[src/rtl/divider_pkg.sv]
// Shared types and constants for the restoring divider.
package divider_pkg;

  localparam int DEFAULT_WIDTH = 8;

  typedef enum logic [1:0] {
    IDLE,
    COMPUTE,
    HOLD
  } div_state_t;

endpackage

[src/rtl/divider_control.sv]
// Sequencer for the restoring divider: operator handshake, step counter and
// result-hold state. State is exported on state_o for observation.
module divider_control
  import divider_pkg::*;
#(
  parameter int WIDTH = DEFAULT_WIDTH,
  localparam int CW = $clog2(WIDTH) + 1
) (
  input  logic       clk,
  input  logic       reset,
  input  logic       run_i,
  input  logic       clear_a_load_b_i,
  output logic       load_b_o,
  output logic       clear_a_o,
  output logic       load_d_o,
  output logic       step_o,
  output logic       done_o,
  output div_state_t state_o
);

  div_state_t    state_q, state_d;
  logic [CW-1:0] count_q, count_d;

  always_ff @(posedge clk) begin
    if (reset) begin
      state_q <= IDLE;
      count_q <= '0;
    end else begin
      state_q <= state_d;
      count_q <= count_d;
    end
  end

  // Load has priority over run while idle; a held run then starts next cycle.
  // COMPUTE spends one extra cycle with count==WIDTH before entering HOLD.
  always_comb begin
    state_d   = state_q;
    count_d   = count_q;
    load_b_o  = 1'b0;
    clear_a_o = 1'b0;
    load_d_o  = 1'b0;
    step_o    = 1'b0;
    done_o    = 1'b0;
    unique case (state_q)
      IDLE: begin
        if (clear_a_load_b_i) begin
          load_b_o  = 1'b1;
          clear_a_o = 1'b1;
        end else if (run_i) begin
          load_d_o = 1'b1;
          count_d  = '0;
          state_d  = COMPUTE;
        end
      end
      COMPUTE: begin
        if (count_q == CW'(WIDTH)) begin
          state_d = HOLD;
        end else begin
          step_o  = 1'b1;
          count_d = count_q + 1'b1;
        end
      end
      HOLD: begin
        done_o = 1'b1;
        if (!run_i) state_d = IDLE;
      end
      default: state_d = IDLE;
    endcase
  end

  assign state_o = state_q;

endmodule

[src/rtl/restoring_divider.sv]
// Unsigned restoring divider: quotient builds up in B, remainder in A,
// one quotient bit per clock.
module restoring_divider
  import divider_pkg::*;
#(
  parameter int WIDTH = DEFAULT_WIDTH
) (
  input  logic             clk,
  input  logic             reset,
  input  logic             run,
  input  logic             clearA_loadB,
  input  logic [WIDTH-1:0] S,
  output logic [WIDTH-1:0] Aval,
  output logic [WIDTH-1:0] Bval,
  output logic             done,
  output logic             div_by_zero
);

  logic [WIDTH-1:0] a_q, a_d, b_q, b_d, d_q, d_d;
  logic [WIDTH:0]   a_shift, diff;
  logic             load_b, clear_a, load_d, step;
  div_state_t       state;

  divider_control #(.WIDTH(WIDTH)) u_control (
    .clk              (clk),
    .reset            (reset),
    .run_i            (run),
    .clear_a_load_b_i (clearA_loadB),
    .load_b_o         (load_b),
    .clear_a_o        (clear_a),
    .load_d_o         (load_d),
    .step_o           (step),
    .done_o           (done),
    .state_o          (state)
  );

  // A stays below D, so the shifted partial remainder fits in WIDTH+1 bits.
  assign a_shift = {a_q, b_q[WIDTH-1]};
  assign diff    = a_shift - {1'b0, d_q};

  always_comb begin
    a_d = a_q;
    b_d = b_q;
    d_d = d_q;
    if (load_b)  b_d = S;
    if (clear_a) a_d = '0;
    if (load_d)  d_d = S;
    if (step) begin
      a_d = diff[WIDTH] ? a_shift[WIDTH-1:0] : diff[WIDTH-1:0];
      b_d = {b_q[WIDTH-2:0], ~diff[WIDTH]};
    end
  end

  always_ff @(posedge clk) begin
    if (reset) begin
      a_q <= '0;
      b_q <= '0;
      d_q <= '0;
    end else begin
      a_q <= a_d;
      b_q <= b_d;
      d_q <= d_d;
    end
  end

  assign Aval        = a_q;
  assign Bval        = b_q;
  assign div_by_zero = (state == HOLD) && (d_q == '0);

endmodule

[config.mk]
export PLATFORM = sky130hd
export DESIGN_NAME = restoring_divider
export DESIGN_NICKNAME = d
export VERILOG_FILES = /design/src/rtl/divider_pkg.sv /design/src/rtl/divider_control.sv /design/src/rtl/restoring_divider.sv
export SDC_FILE = /design/constraint.sdc
export NUM_CORES = 1
export LEC_CHECK = 0
export ABC_AREA = 1
export BUFFER_PORTS_ARGS = -buffer_cell sky130_fd_sc_hd__buf_2
export CORE_ASPECT_RATIO = 0.8
export CORE_MARGIN = 2
export CORE_UTILIZATION = 45
export CTS_CLUSTER_DIAMETER = 120
export DETAILED_ROUTE_END_ITERATION = 6
export HOLD_SLACK_MARGIN = 0.06
export PLACE_DENSITY_LB_ADDON = 0.2
export RECOVER_POWER = 50
export SYNTH_ARGS = -nofsm -noshare
export SYNTH_HDL_FRONTEND = slang
export SYNTH_SLANG_ARGS = --single-unit
[constraint.sdc]
create_clock -name clk -period 2.1 [get_ports clk]
set_clock_uncertainty 0.05 [all_clocks]
set_input_delay 0 -clock clk [delete_from_list [all_inputs] [get_ports clk]]
set_output_delay 0 -clock clk [all_outputs]
set_load 0.05 [all_outputs]
# Word-level counts from Yosys, hierarchy flattened
# Index checks and enable logic that the tools add are counted.
# W data, S select, Z words.
[totals]
register_bits = 30
input_bits = 12
out_inout_bits = 18
wordCells = 45
[classes]
addsub = 2
eq_ne = 8
muxes = 22
bitwise = 1
n_reduce_logical = 7
[op_table]
columns = ["op", "count"]
rows = [
  ["$mux W8", 5],
  ["$mux W4", 3],
  ["$sub A9 B8 Y9", 1],
  ["$logic_not A8 Y1", 1],
  ["$mux W1", 8],
  ["$mux W2", 4],
  ["$ne A2 B2 Y1 const B", 4],
  ["$pmux W4 S2", 1],
  ["$reduce_and A4 Y1", 2],
  ["$pmux W2 S3", 1],
  ["$add A4 B1 Y4 const B", 1],
  ["$eq A4 B4 Y1 const B", 1],
  ["$reduce_bool A2 Y1", 2],
  ["$eq A2 B1 Y1 const B", 1],
  ["$eq A2 B2 Y1 const B", 1],
  ["$logic_not A2 Y1", 1],
  ["$ne A2 B1 Y1 const B", 1],
  ["$logic_and A1 B1 Y1", 1],
  ["$not A1 Y1", 1],
]

# Depth between registers and ports, before layout
[depth]
ltp_word = 4
ltp_mapped = 13
ltp_nobuf = 13

# Modules after synthesis
# Synthesis repeated with hierarchy kept, for this count alone.
[unflattened]
hier_cells = 263
area_unflattened_um2 = 1874.3
[by_module_without_submodules]
columns = ["mod", "instances", "cells_each", "area_each_um2"]
rows = [
  ["restoring_divider", 1, 207, 1496.4],
  ["divider_control", 1, 56, 377.9],
]

# Worst setup path before layout
# Ideal clock, no wire load.
[synth_timing]
path_kind = "reg2out"
startpoint = "register u_control.state_q[1] (netlist: u_control.state_o[1])"
endpoint = "output div_by_zero"
arrival_time_ns = 2.670
t_required_ns = 2.050
slack_ns = -0.620
stages_incl_launch_ff = 5
path_buffers = 0
cell_sequence = "dfxtp_1 > inv_1 > nor2_1 > nand2_1 > nor4_1"
[synth_between]
elab_chain_len = 2
[synth_lines]
columns = ["item", "line_no", "text"]
rows = [
  ["from (decl)", "divider_control.sv:21", "div_state_t state_q, state_d;"],
  ["from (signal assigned)", "divider_control.sv:29", "state_q <= state_d;"],
  ["$eq A2 B2 Y1", "restoring_divider.sv:68", "assign div_by_zero = (state == HOLD) && (d_q == '0);"],
  ["$logic_and A1 B1 Y1", "restoring_divider.sv:68", ""],
  ["to (decl)", "restoring_divider.sv:16", "output logic div_by_zero"],
]
# Every way passes these cells.

# Worst setup path in the final report
[layout_timing]
startpoint = "register b_q[7] (netlist: Bval[7])"
endpoint = "register a_q[7] (netlist: Aval[7])"
[layout_between]
elab_chain_len = 3
[layout_lines]
columns = ["item", "line_no", "text"]
rows = [
  ["from (decl)", "restoring_divider.sv:19", "logic [WIDTH-1:0] a_q, a_d, b_q, b_d, d_q, d_d;"],
  ["from (signal assigned)", "restoring_divider.sv:57", "b_q <= '0;"],
  ["from (signal assigned)", "restoring_divider.sv:61", "b_q <= b_d;"],
  ["$sub A9 B8 Y9", "restoring_divider.sv:39", "assign diff = a_shift - {1'b0, d_q};"],
  ["$mux W8", "restoring_divider.sv:49", "a_d = diff[WIDTH] ? a_shift[WIDTH-1:0] : diff[WIDTH-1:0];"],
  ["$mux W8", "restoring_divider.sv:48", "if (step) begin"],
  ["to (signal assigned)", "restoring_divider.sv:56", "a_q <= '0;"],
  ["to (signal assigned)", "restoring_divider.sv:60", "a_q <= a_d;"],
  ["to (decl)", "restoring_divider.sv:19", ""],
]
# Every way passes these cells.
# A chain may end at the register's enable or synchronous reset.

==> flow_summary.ini <==
[die]
die_w_um = 74.5
start_util_pct = 47.1
dieArea_um2 = 4500
core_region_area_um2 = 3800
die_height_um = 60.4
placementRows = 20
ios = 30

[finish]
final_cell_mix = nand2_1, inv_1, dfxtp_1
drive_gt1_share_pct = 14.0
diodes = 0
fillerInstances = 392
final_nets = 323
multi_input_area_um2 = 1040
final-seq-area_um2 = 603
syn_to_final_growth_pct = 22.9
layout_commonest_cell = nand2_1
final_cell_area_um2 = 2200
fin_util_pct = 57.8

[synth]
avgSynthCellArea_um2 = 6.91
synth_seq_area_share_pct = 33.5
synth_cell_type_count = 29
synthCells = 259
netlist_area_um2 = 1790
syn_nets = 282
ys_warn_count = 0
ys_ff_latch = 30

[power]
power.leakage_nw = 0.979
max-vdd-ir-drop_uv = 383
p_per_area_nw_per_um2 = 878

[timing]
period_share_pct = 92.2
hold_viol_final = 0
setup_viol = 0
slew_headroom_pct = 57.9
timing.final.ws_setup_ps = 163
slew_viol_final = 0
fmax_mhz = 516
max_slew.worst_pin.slew_ps = 635
fin_crit_ps = 1940
rsz0062_at_grt = no

[place]
dp.final_hpwl_um = 3180
place.gp.congestion = 0.857
dpl_cell_area_um2 = 1990
place_ws_ps = 105
port_buffers = 29

[drt]
viasPerCell = 4.77
drc = 0
via_count = 1697
routedWlPerCell_um = 12.1
first_pass_iters = 4
drt-initial-drc-count = 118
ant_nets = 0
drt_wl_total_um = 4310

[clock_network]
post-cts-setup-buffers = 0
clk-insertion-delay-late_ps = 280
cts_buffers = 5
cts_tree = built
clock-root-buffer = clkbuf_8
htree_levels = 2
clkSinkCount = 30
clockBufferDepth = 2
clk_pin_slew_ps = 60

[flow_run]
drv_cap = 0

[global_routing]
grt_overflow = 0
grt_max_degree = 21
grt_pass1_wl_um = 6910
grt_usage_pct = 20.3
antenna_found_initial = 0
grt_pass1_vias = 1475

[hold_path]
hp-class = input pin to flop

[worst_setup_path]
start_kind = flop
cp.required_ps = 2210
arrival_ps = 2050
end_kind = flop
cp_max_fo = 8
crit_type = flop to flop

[status]
outcome = complete, no violations
[path summary, 6_finish.rpt]
check,start,depth (start not counted),slack (ps),endpoint
setup reg to reg,Bval[7],13,160,Aval[7]
hold reg to reg,Aval[0],2,440,Aval[0]
hold / removal,reset,2,80,u_control.state_o[0]
setup / recovery,Bval[7],13,160,Aval[7]
[metrics by stage]
step | std cells | hold WS (ps) | setup TNS (ps) | power [mW]
floorplan | 259 | 84.9 | -66.1 | 1.22
global route | 356 | 92.3 | 0 | 2.06
global placement | 338 | 212 | 0 | 1.36
finish | 356 | 82.2 | 0 | 1.93
CTS | 356 | 70.6 | 0 | 1.92
detailed placement | 338 | 224 | 0 | 1.36
[cell usage after synthesis]
cell | n | area [µm²]
nand2_1 | 78 | 293
buf_2 | 3 | 15.0
a211oi_1 | 1 | 7.51
fa_1 | 1 | 20.0
o21ai_1 | 2 | 10.0
nand3_1 | 21 | 105
xor2_1 | 4 | 35.0
dfxtp_1 | 30 | 601
inv_1 | 37 | 139
o21ai_2 | 1 | 8.76
nor2_1 | 12 | 45.0
a21oi_4 | 1 | 16.3
a21o_1 | 1 | 7.51
inv_2 | 4 | 15.0
a21oi_1 | 17 | 85.1
nor4_1 | 2 | 12.5
a31oi_1 | 8 | 50.1
nor2_2 | 2 | 12.5
nand3b_1 | 2 | 15.0
nand2_2 | 3 | 18.8
nand2_4 | 3 | 33.8
ha_1 | 10 | 125
or2_4 | 1 | 8.76
clkbuf_1 | 2 | 7.51
nand3_4 | 2 | 35.0
o21ai_0 | 6 | 30.0
nand4_1 | 2 | 12.5
a21oi_2 | 2 | 17.5
xnor2_1 | 1 | 8.76
[registers in the layout (all words and copies together), names as in the netlist]
signal	cells
Aval	8
Bval	8
d_q	8
u_control.count_q	4
u_control.state_o	2
[power by group]
group	leakage [nW]	internal, mW	switching [mW]
logic	0.675	0.241	0.491
registers	0.246	0.614	0.0384
clock network	0.0575	0.331	0.216
total	0.979	1.19	0.746
[worst max-delay path, stage by stage, from the launching register on]
cell and delay (ps):
dfxtp_2 340, inv_1 50, ha_1 220, fa_2 350, inv_1 60, nand2_1 50
nand2_2 100, nand3_4 100, nand2_4 110, nand2_8 80, nand2_8 90, nand3_1 70
nand2_1 80, a21oi_2 50
[logic make-up (layout without fill, tap and decap cells)]
| logic type | Yosys count | after routing | share of synthesized area, % |
|---|---|---|---|
| compound gates | 39 | 39 | 13.0 |
| fa+ha+maj | 11 | 11 | 8.11 |
| flops | 30 | 30 | 33.5 |
| buf+inv | 46 | 88 | 9.85 |
| simple gates | 128 | 128 | 33.1 |
| xor+xnor | 5 | 5 | 2.45 |
[timing repair]
| item | in CTS | in global routing |
|---|---|---|
| setup endpoints to repair | 0 | 8 |
| gates resized for setup | 0 | 3 |
| hold buffers | 10 | 0 |
| endpoints found under the hold margin | 17 | 0 |
[per-layer routing]
layer  track usage (%)  share of wire (%)  up-vias
met2              30.1                 42       39
met1              29.7                 51      735
li1                  -                  -      916
met3              4.49                5.6        7
met5                 0                  0        -
met4              6.12                1.2        0
[cell type report]
| type | count | area share (%) |
|---|---|---|
| tap | 55 | 3.13 |
| timing repair buffer | 39 | 10.2 |
| inverter | 41 | 7.00 |
| clock buffer | 8 | 5.01 |
| multi-input combinational | 183 | 47.3 |
| sequential | 30 | 27.4 |
(Power assumes the default switching activity.)
